File: config.mk
export PLATFORM = sky130hd
export DESIGN_NAME = alu_share_sequencer_flat
export DESIGN_NICKNAME = d
export VERILOG_FILES = /design/src/rtl/alu_share_sequencer_if.sv /design/src/rtl/alu_share_sequencer.sv /design/src/flat_wrapper.sv
export SDC_FILE = /design/constraint.sdc
export NUM_CORES = 1
export LEC_CHECK = 0
export BUFFER_PORTS_ARGS = -buffer_cell sky130_fd_sc_hd__buf_2
export CAP_MARGIN = 20
export CORE_ASPECT_RATIO = 0.8
export CORE_MARGIN = 1.5
export CORE_UTILIZATION = 44
export DETAILED_ROUTE_END_ITERATION = 8
export GPL_ROUTABILITY_DRIVEN = 0
export GPL_TIMING_DRIVEN = 1
export PLACE_DENSITY = 0.81
export SLEW_MARGIN = 10
export SYNTH_ARGS = -nofsm -noshare
export SYNTH_HDL_FRONTEND = slang
export SYNTH_SLANG_ARGS = --single-unit
File: constraint.sdc
create_clock -name clk -period 1.5 [get_ports clk]
set_input_delay 0.3 -clock clk [delete_from_list [all_inputs] [get_ports clk]]
set_output_delay 0.3 -clock clk [all_outputs]
set_load 0.03 [all_outputs]
File: src/rtl/alu_share_sequencer_if.sv
// rtl/alu_share_sequencer_if.sv - requester and ALU side signals of the shared ALU sequencer
interface alu_share_sequencer_if;
    logic        req0_valid;
    logic [1:0]  req0_op;
    logic [7:0]  req0_x;
    logic [7:0]  req0_y;
    logic        req0_ready;
    logic        resp0_valid;
    logic [15:0] resp0_data;
    logic        resp0_err;
    logic        req1_valid;
    logic [1:0]  req1_op;
    logic [7:0]  req1_x;
    logic [7:0]  req1_y;
    logic        req1_ready;
    logic        resp1_valid;
    logic [15:0] resp1_data;
    logic        resp1_err;
    logic        alu_begin;
    logic [1:0]  alu_op_code;
    logic [7:0]  alu_inbus;
    logic        alu_reset;
    logic [7:0]  alu_outbus;
    logic        alu_end;
    logic        busy;

    modport slave (
        input  req0_valid, req0_op, req0_x, req0_y,
        input  req1_valid, req1_op, req1_x, req1_y,
        input  alu_outbus, alu_end,
        output req0_ready, resp0_valid, resp0_data, resp0_err,
        output req1_ready, resp1_valid, resp1_data, resp1_err,
        output alu_begin, alu_op_code, alu_inbus, alu_reset, busy
    );

    modport master (
        output req0_valid, req0_op, req0_x, req0_y,
        output req1_valid, req1_op, req1_x, req1_y,
        output alu_outbus, alu_end,
        input  req0_ready, resp0_valid, resp0_data, resp0_err,
        input  req1_ready, resp1_valid, resp1_data, resp1_err,
        input  alu_begin, alu_op_code, alu_inbus, alu_reset, busy
    );
endinterface

File: src/rtl/alu_share_sequencer.sv
// rtl/alu_share_sequencer.sv - round-robin sharing of one serial-load ALU between two requesters
module alu_share_sequencer #(
    parameter int TIMEOUT_CYCLES = 64
) (
    input logic                  clk,
    input logic                  reset,
    alu_share_sequencer_if.slave bus
);
    typedef enum logic [2:0] {
        S_IDLE, S_START, S_LOAD_X, S_LOAD_Y, S_WAIT, S_CAPT, S_RESP
    } state_t;

    localparam logic [7:0] LP_CNT_LAST = 8'(TIMEOUT_CYCLES - 1);

    state_t      r_state;
    logic        r_grant;
    logic        r_last_grant;
    logic [1:0]  r_op;
    logic [7:0]  r_x;
    logic [7:0]  r_y;
    logic [7:0]  r_cnt;
    logic [7:0]  r_hi;
    logic [7:0]  r_lo;
    logic        r_err;

    state_t      w_state_nxt;
    logic        w_grant_en;
    logic        w_grant_sel;
    logic        w_cap_hi;
    logic        w_cap_lo;
    logic        w_clr_hi;
    logic        w_abort;
    logic        w_begin;
    logic [7:0]  w_inbus;
    logic        w_op_active;
    logic        w_resp0;
    logic        w_resp1;

    always_comb begin
        w_state_nxt = r_state;
        w_grant_en  = 1'b0;
        w_grant_sel = 1'b0;
        w_cap_hi    = 1'b0;
        w_cap_lo    = 1'b0;
        w_clr_hi    = 1'b0;
        w_abort     = 1'b0;
        w_begin     = 1'b0;
        w_inbus     = 8'h00;
        case (r_state)
            S_IDLE: begin
                if (bus.req0_valid || bus.req1_valid) begin
                    w_grant_en  = 1'b1;
                    // On a tie the requester that did not win last time goes first
                    w_grant_sel = (bus.req0_valid && bus.req1_valid) ? ~r_last_grant : bus.req1_valid;
                    w_state_nxt = S_START;
                end
            end
            S_START: begin
                w_begin     = 1'b1;
                w_state_nxt = S_LOAD_X;
            end
            S_LOAD_X: begin
                w_inbus     = r_x;
                w_state_nxt = S_LOAD_Y;
            end
            S_LOAD_Y: begin
                w_inbus     = r_y;
                w_state_nxt = S_WAIT;
            end
            S_WAIT: begin
                if (bus.alu_end) begin
                    if (r_op[1]) begin
                        w_cap_hi    = 1'b1;
                        w_state_nxt = S_CAPT;
                    end else begin
                        w_cap_lo    = 1'b1;
                        w_clr_hi    = 1'b1;
                        w_state_nxt = S_RESP;
                    end
                end else if (r_cnt == LP_CNT_LAST) begin
                    w_abort     = 1'b1;
                    w_state_nxt = S_RESP;
                end
            end
            S_CAPT: begin
                if (bus.alu_end) begin
                    w_cap_lo = 1'b1;
                end else begin
                    w_abort  = 1'b1;
                end
                w_state_nxt = S_RESP;
            end
            S_RESP:  w_state_nxt = S_IDLE;
            default: w_state_nxt = S_IDLE;
        endcase
    end

    always_ff @(posedge clk) begin
        if (reset) begin
            r_state      <= S_IDLE;
            r_grant      <= 1'b0;
            r_last_grant <= 1'b1;
            r_op         <= 2'b00;
            r_x          <= 8'h00;
            r_y          <= 8'h00;
            r_cnt        <= 8'h00;
            r_hi         <= 8'h00;
            r_lo         <= 8'h00;
            r_err        <= 1'b0;
        end else begin
            r_state <= w_state_nxt;
            if (w_grant_en) begin
                r_grant      <= w_grant_sel;
                r_last_grant <= w_grant_sel;
                r_op         <= w_grant_sel ? bus.req1_op : bus.req0_op;
                r_x          <= w_grant_sel ? bus.req1_x  : bus.req0_x;
                r_y          <= w_grant_sel ? bus.req1_y  : bus.req0_y;
                r_err        <= 1'b0;
            end
            if (r_state == S_LOAD_Y) begin
                r_cnt <= 8'h00;
            end else if (r_state == S_WAIT) begin
                r_cnt <= r_cnt + 8'd1;
            end
            if (w_abort) begin
                r_hi  <= 8'h00;
                r_lo  <= 8'h00;
                r_err <= 1'b1;
            end else begin
                if (w_cap_hi) begin
                    r_hi <= bus.alu_outbus;
                end
                if (w_cap_lo) begin
                    r_lo  <= bus.alu_outbus;
                    r_err <= 1'b0;
                end
                if (w_clr_hi) begin
                    r_hi <= 8'h00;
                end
            end
        end
    end

    assign w_op_active = (r_state == S_START) || (r_state == S_LOAD_X) || (r_state == S_LOAD_Y) ||
                         (r_state == S_WAIT)  || (r_state == S_CAPT);
    assign w_resp0     = (r_state == S_RESP) && !r_grant;
    assign w_resp1     = (r_state == S_RESP) &&  r_grant;

    assign bus.req0_ready  = w_grant_en && !w_grant_sel && !reset;
    assign bus.req1_ready  = w_grant_en &&  w_grant_sel && !reset;
    assign bus.resp0_valid = w_resp0;
    assign bus.resp0_data  = w_resp0 ? {r_hi, r_lo} : 16'h0000;
    assign bus.resp0_err   = w_resp0 && r_err;
    assign bus.resp1_valid = w_resp1;
    assign bus.resp1_data  = w_resp1 ? {r_hi, r_lo} : 16'h0000;
    assign bus.resp1_err   = w_resp1 && r_err;
    assign bus.alu_begin   = w_begin;
    assign bus.alu_op_code = w_op_active ? r_op : 2'b00;
    assign bus.alu_inbus   = w_inbus;
    assign bus.alu_reset   = reset || w_abort;
    assign bus.busy        = (r_state != S_IDLE);
endmodule

File: src/flat_wrapper.sv
// flat-port wrapper written by rule: the top's interface ports become plain ports
module alu_share_sequencer_flat 
#(
    parameter int TIMEOUT_CYCLES = 64
)
  (clk, reset, bus_req0_valid, bus_req0_op, bus_req0_x, bus_req0_y, bus_req1_valid, bus_req1_op, bus_req1_x, bus_req1_y, bus_alu_outbus, bus_alu_end, bus_req0_ready, bus_resp0_valid, bus_resp0_data, bus_resp0_err, bus_req1_ready, bus_resp1_valid, bus_resp1_data, bus_resp1_err, bus_alu_begin, bus_alu_op_code, bus_alu_inbus, bus_alu_reset, bus_busy);
  alu_share_sequencer_if bus_i ();
  input logic clk;
  input logic reset;
  input wire logic [$bits(bus_i.req0_valid)-1:0] bus_req0_valid;
  input wire logic [$bits(bus_i.req0_op)-1:0] bus_req0_op;
  input wire logic [$bits(bus_i.req0_x)-1:0] bus_req0_x;
  input wire logic [$bits(bus_i.req0_y)-1:0] bus_req0_y;
  input wire logic [$bits(bus_i.req1_valid)-1:0] bus_req1_valid;
  input wire logic [$bits(bus_i.req1_op)-1:0] bus_req1_op;
  input wire logic [$bits(bus_i.req1_x)-1:0] bus_req1_x;
  input wire logic [$bits(bus_i.req1_y)-1:0] bus_req1_y;
  input wire logic [$bits(bus_i.alu_outbus)-1:0] bus_alu_outbus;
  input wire logic [$bits(bus_i.alu_end)-1:0] bus_alu_end;
  output wire logic [$bits(bus_i.req0_ready)-1:0] bus_req0_ready;
  output wire logic [$bits(bus_i.resp0_valid)-1:0] bus_resp0_valid;
  output wire logic [$bits(bus_i.resp0_data)-1:0] bus_resp0_data;
  output wire logic [$bits(bus_i.resp0_err)-1:0] bus_resp0_err;
  output wire logic [$bits(bus_i.req1_ready)-1:0] bus_req1_ready;
  output wire logic [$bits(bus_i.resp1_valid)-1:0] bus_resp1_valid;
  output wire logic [$bits(bus_i.resp1_data)-1:0] bus_resp1_data;
  output wire logic [$bits(bus_i.resp1_err)-1:0] bus_resp1_err;
  output wire logic [$bits(bus_i.alu_begin)-1:0] bus_alu_begin;
  output wire logic [$bits(bus_i.alu_op_code)-1:0] bus_alu_op_code;
  output wire logic [$bits(bus_i.alu_inbus)-1:0] bus_alu_inbus;
  output wire logic [$bits(bus_i.alu_reset)-1:0] bus_alu_reset;
  output wire logic [$bits(bus_i.busy)-1:0] bus_busy;
  assign bus_i.req0_valid = bus_req0_valid;
  assign bus_i.req0_op = bus_req0_op;
  assign bus_i.req0_x = bus_req0_x;
  assign bus_i.req0_y = bus_req0_y;
  assign bus_i.req1_valid = bus_req1_valid;
  assign bus_i.req1_op = bus_req1_op;
  assign bus_i.req1_x = bus_req1_x;
  assign bus_i.req1_y = bus_req1_y;
  assign bus_i.alu_outbus = bus_alu_outbus;
  assign bus_i.alu_end = bus_alu_end;
  assign bus_req0_ready = bus_i.req0_ready;
  assign bus_resp0_valid = bus_i.resp0_valid;
  assign bus_resp0_data = bus_i.resp0_data;
  assign bus_resp0_err = bus_i.resp0_err;
  assign bus_req1_ready = bus_i.req1_ready;
  assign bus_resp1_valid = bus_i.resp1_valid;
  assign bus_resp1_data = bus_i.resp1_data;
  assign bus_resp1_err = bus_i.resp1_err;
  assign bus_alu_begin = bus_i.alu_begin;
  assign bus_alu_op_code = bus_i.alu_op_code;
  assign bus_alu_inbus = bus_i.alu_inbus;
  assign bus_alu_reset = bus_i.alu_reset;
  assign bus_busy = bus_i.busy;
  alu_share_sequencer #(.TIMEOUT_CYCLES(TIMEOUT_CYCLES)) u_core (.clk(clk), .reset(reset), .bus(bus_i));
endmodule
==> summary.md <==
| Metric | Value |
|---|---|
| Root buf cell | clkbuf_8 |
| WL/cell | 25.2 um |
| First-pass GRT wire length | 15,800 um |
| Initial antenna violation count | 0 |
| Row cnt | 24 |
| # port buffers | 99 |
| CTS max path bufs | 2 |
| Setup crit start kind | register |
| Post-synthesis mux area share | 3.48% |
| Sequential-to-total area share from yosys stat | 37.1% |
| Htree depth | 2 |
| Post-synth EDFFs | 0 |
| TritonCTS clock tree | yes |
| Final setup viols | 97 |
| Met2 Use GR | 55.1% |
| Critical path cell sequence | or4b_4, a211oi_4, buf_6 |
| CP delay by family, top | simple AND/OR/NAND/NOR gates |
| Detailed-placement wirelength estimate | 5570 um |
| Commonest non-fill, non-tap cell in the layout | buf_6 |
| Hold/Removal Path Class | in -> reg |
| CP max stage delay | 0.55 ns |
| Most frequent cells in the layout | 57 x buf_6, 51 x buf_2, 40 x buf_4, 40 x dfxtp_1, 24 x and2_4 |
| Critical path class | reg -> out |
| Clk Latency, worst-skew pair | 0.33 ns |
| Async SR Flop Fraction | 0% |
| Cells after Synth | 293 |
| Synthesized area | 2590 um^2 |
| Synth cell types | 45 |
| Nature of the critical path endpoint | output port |
| Via/cell ratio | 6.70 |
| Syn avg cell area | 8.84 um^2 |
| Gr busiest metal | met2 |
| Fin. Hold Viols | 0 |
| Width of the chip | 88.8 um |
| Area occupied by multi-input gates | 2160 um^2 |
| GR Overflow Total | 0 |
| Initial DRT Pass Iterations | 5 |
| Total power | 3.85 mW |
| Antenna-violating nets left | 0 |
| Area growth syn-to-layout | 87.5% |
| Slew HR | 70.6% |
| Fin nets | 480 |
| Sink Count | 48 |
| # Max-Cap Violations | 0 |
| I/O Pins | 100 |
| First-iteration detailed-routing DRC count | 452 |
| Post-synthesis xor/xnor area fraction | 0.676% |
| Ant diodes | 0 |
| Register-to-Register Setup Slack | -0.37 ns |
| Hold bufs inserted after CTS | 0 |
| Vias in the first global route | 3,031 |
| Num CTS Buffers | 5 |
| Warning count from the yosys run | 0 |
| Full die area | 6360 um^2 |
| Main combinational cell family by area after synthesis | simple AND/OR/NAND/NOR gates |
| Reg clk slew, reported paths | 0.10 ns |
| Period utilization | 135% |
| Complex-gate fraction of the synthesized area | 22.4% |
| Core ar. | 5560 um^2 |
| Worst setup margin | -0.529 ns |
| Slowest CP cell | or4b_4 |
| WP data required | 1.20 ns |
| RSZ-0062 raised after global routing | true |
| CP bufs+invs | 1 |
| Sequential cell area | 973 um^2 |
| Fillers | 238 |
| Pwr dens | 792 nW/um^2 |
| Peak supply drop | 1390 uV |
| DIE HEIGHT | 71.6 um |
| Leak Pwr | 1.93 nW |
| Final WL | 12,800 um |
| Syn nets | 343 |
| Met3 usage | 6.11% |
| CP max FO | 5 |
| Fin Clk Skew | 0.0143 ns |
| Final Util | 87.4% |
| Slew @ Worst Pin | 0.441 ns |
| DR vias | 3,411 |
| FMAX | 0.493 GHz |
| Starting Density | 46.6% |
| Status | complete, but fails checks |
| Met1 Resource Use GR | 42.2% |
| Worst EP arrival | 1.73 ns |
| Post-Synth Adder-Cell Area | 0.483% |
| Post-synthesis simple-gate area fraction | 29.7% |
| # DRC | 0 |
| Top FF cell, synth | dfxtp_1 |
| Ratio of cells with drive above 1 in the final layout | 69.4% |
| GRT Total Usage | 33.2% |
| Slew Limit Fails | 0 |
| Synth Register Bits | 48 |
| Minimum clock period | 2.03 ns |
| Largest net degree at the start of global routing | 20 |
| Failing checks | negative setup slack |
## state kept, by name (all words and copies together), names as in the netlist
| register | flops |
|---|---|
| u_core.r_lo | 8 |
| u_core.r_hi | 8 |
| u_core.r_last_grant | 1 |
| u_core.r_state | 3 |
| u_core.r_cnt | 8 |
| u_core.r_err | 1 |
| u_core.r_y | 8 |
| u_core.r_grant | 1 |
| u_core.r_op | 2 |
| u_core.r_x | 8 |
## repair_timing
action / 4_1_cts / 5_1_grt
pin swaps: 15 / 20
gates cloned: 4 / 1
setup buffers: 10 / 8
endpoints found under the setup margin: 87 / 95
resized for setup: 182 / 68
endpoints found under the hold margin: 0 / 0
## cell families after synthesis
logic type,after synthesis
and+or+nand+nor,121
AOI/OAI and AO/OA,73
DFF,48
buffers and inverters,39
muxes,9
xor gates and xnor gates,2
adders and majority gates,1
## routing by layer
layer  routed length [um]  vias to the layer above
li1                     -                     1399
met1                 4530                     1612
met2                 6160                      310
met3                 1360                       90
met4                  774                        0
met5                    0                        -
## layout make-up
| cell class | instances | area share [%] |
|---|---|---|
| Clock buffer | 7 | 1.98 |
| Clock inverter | 1 | 0.618 |
| Inverter | 7 | 0.541 |
| Multi-Input combinational cell | 206 | 44.5 |
| Sequential cell | 48 | 20.0 |
| Tap cell | 78 | 2.01 |
| Timing Repair Buffer | 162 | 30.3 |
## stage by stage
stage	setup slack, ns	setup TNS, ns	hold WS (ns)	cell area, um^2	std cells
3_3_place_gp	-0.166	-4.44	0.450	3480	478
5_1_grt	-0.551	-34.87	0.197	4860	509
6_report	-0.529	-32.18	0.200	4860	509
3_5_place_dp	-0.160	-5.37	0.455	3480	478
2_1_floorplan	-0.176	-1.44	0.433	2720	293
4_1_cts	-0.462	-21.58	0.206	4460	500
## synthesized netlist by cell type (8+ instances only)
master	n	share of area (%)
nor4b_1	18	6.1
and2_1	34	8.2
dfxtp_1	48	37
a221o_1	18	7.0
o21ai_0	11	2.1
nor2_1	11	1.6
o31ai_1	10	2.9
nand3_1	11	2.1
a221oi_1	16	5.4
nand2_1	9	1.3
clkbuf_1	22	3.2
mux2i_1	9	3.5
nand4_1	9	2.2
a21oi_1	8	1.5
## power breakdown
part / switching [mW] / leakage, nW / internal [mW]
sequential: 0.0977 / 0.395 / 1.37
clock: 0.492 / 0.0645 / 0.589
combinational: 0.717 / 1.47 / 0.582
total: 1.31 / 1.93 / 2.54
## path summary, 6_finish.rpt
check	from	cells after the start	endpoint
worst min-delay path	bus_req1_y[2]	2	u_core.r_y[2]
worst max-delay path	u_core.r_state[2]	3	bus_req1_ready
worst min register to register	u_core.r_hi[4]	2	u_core.r_hi[4]
worst max register to register	u_core.r_state[2]	6	u_core.r_y[0]
Power figures use the tool's default switching activity.
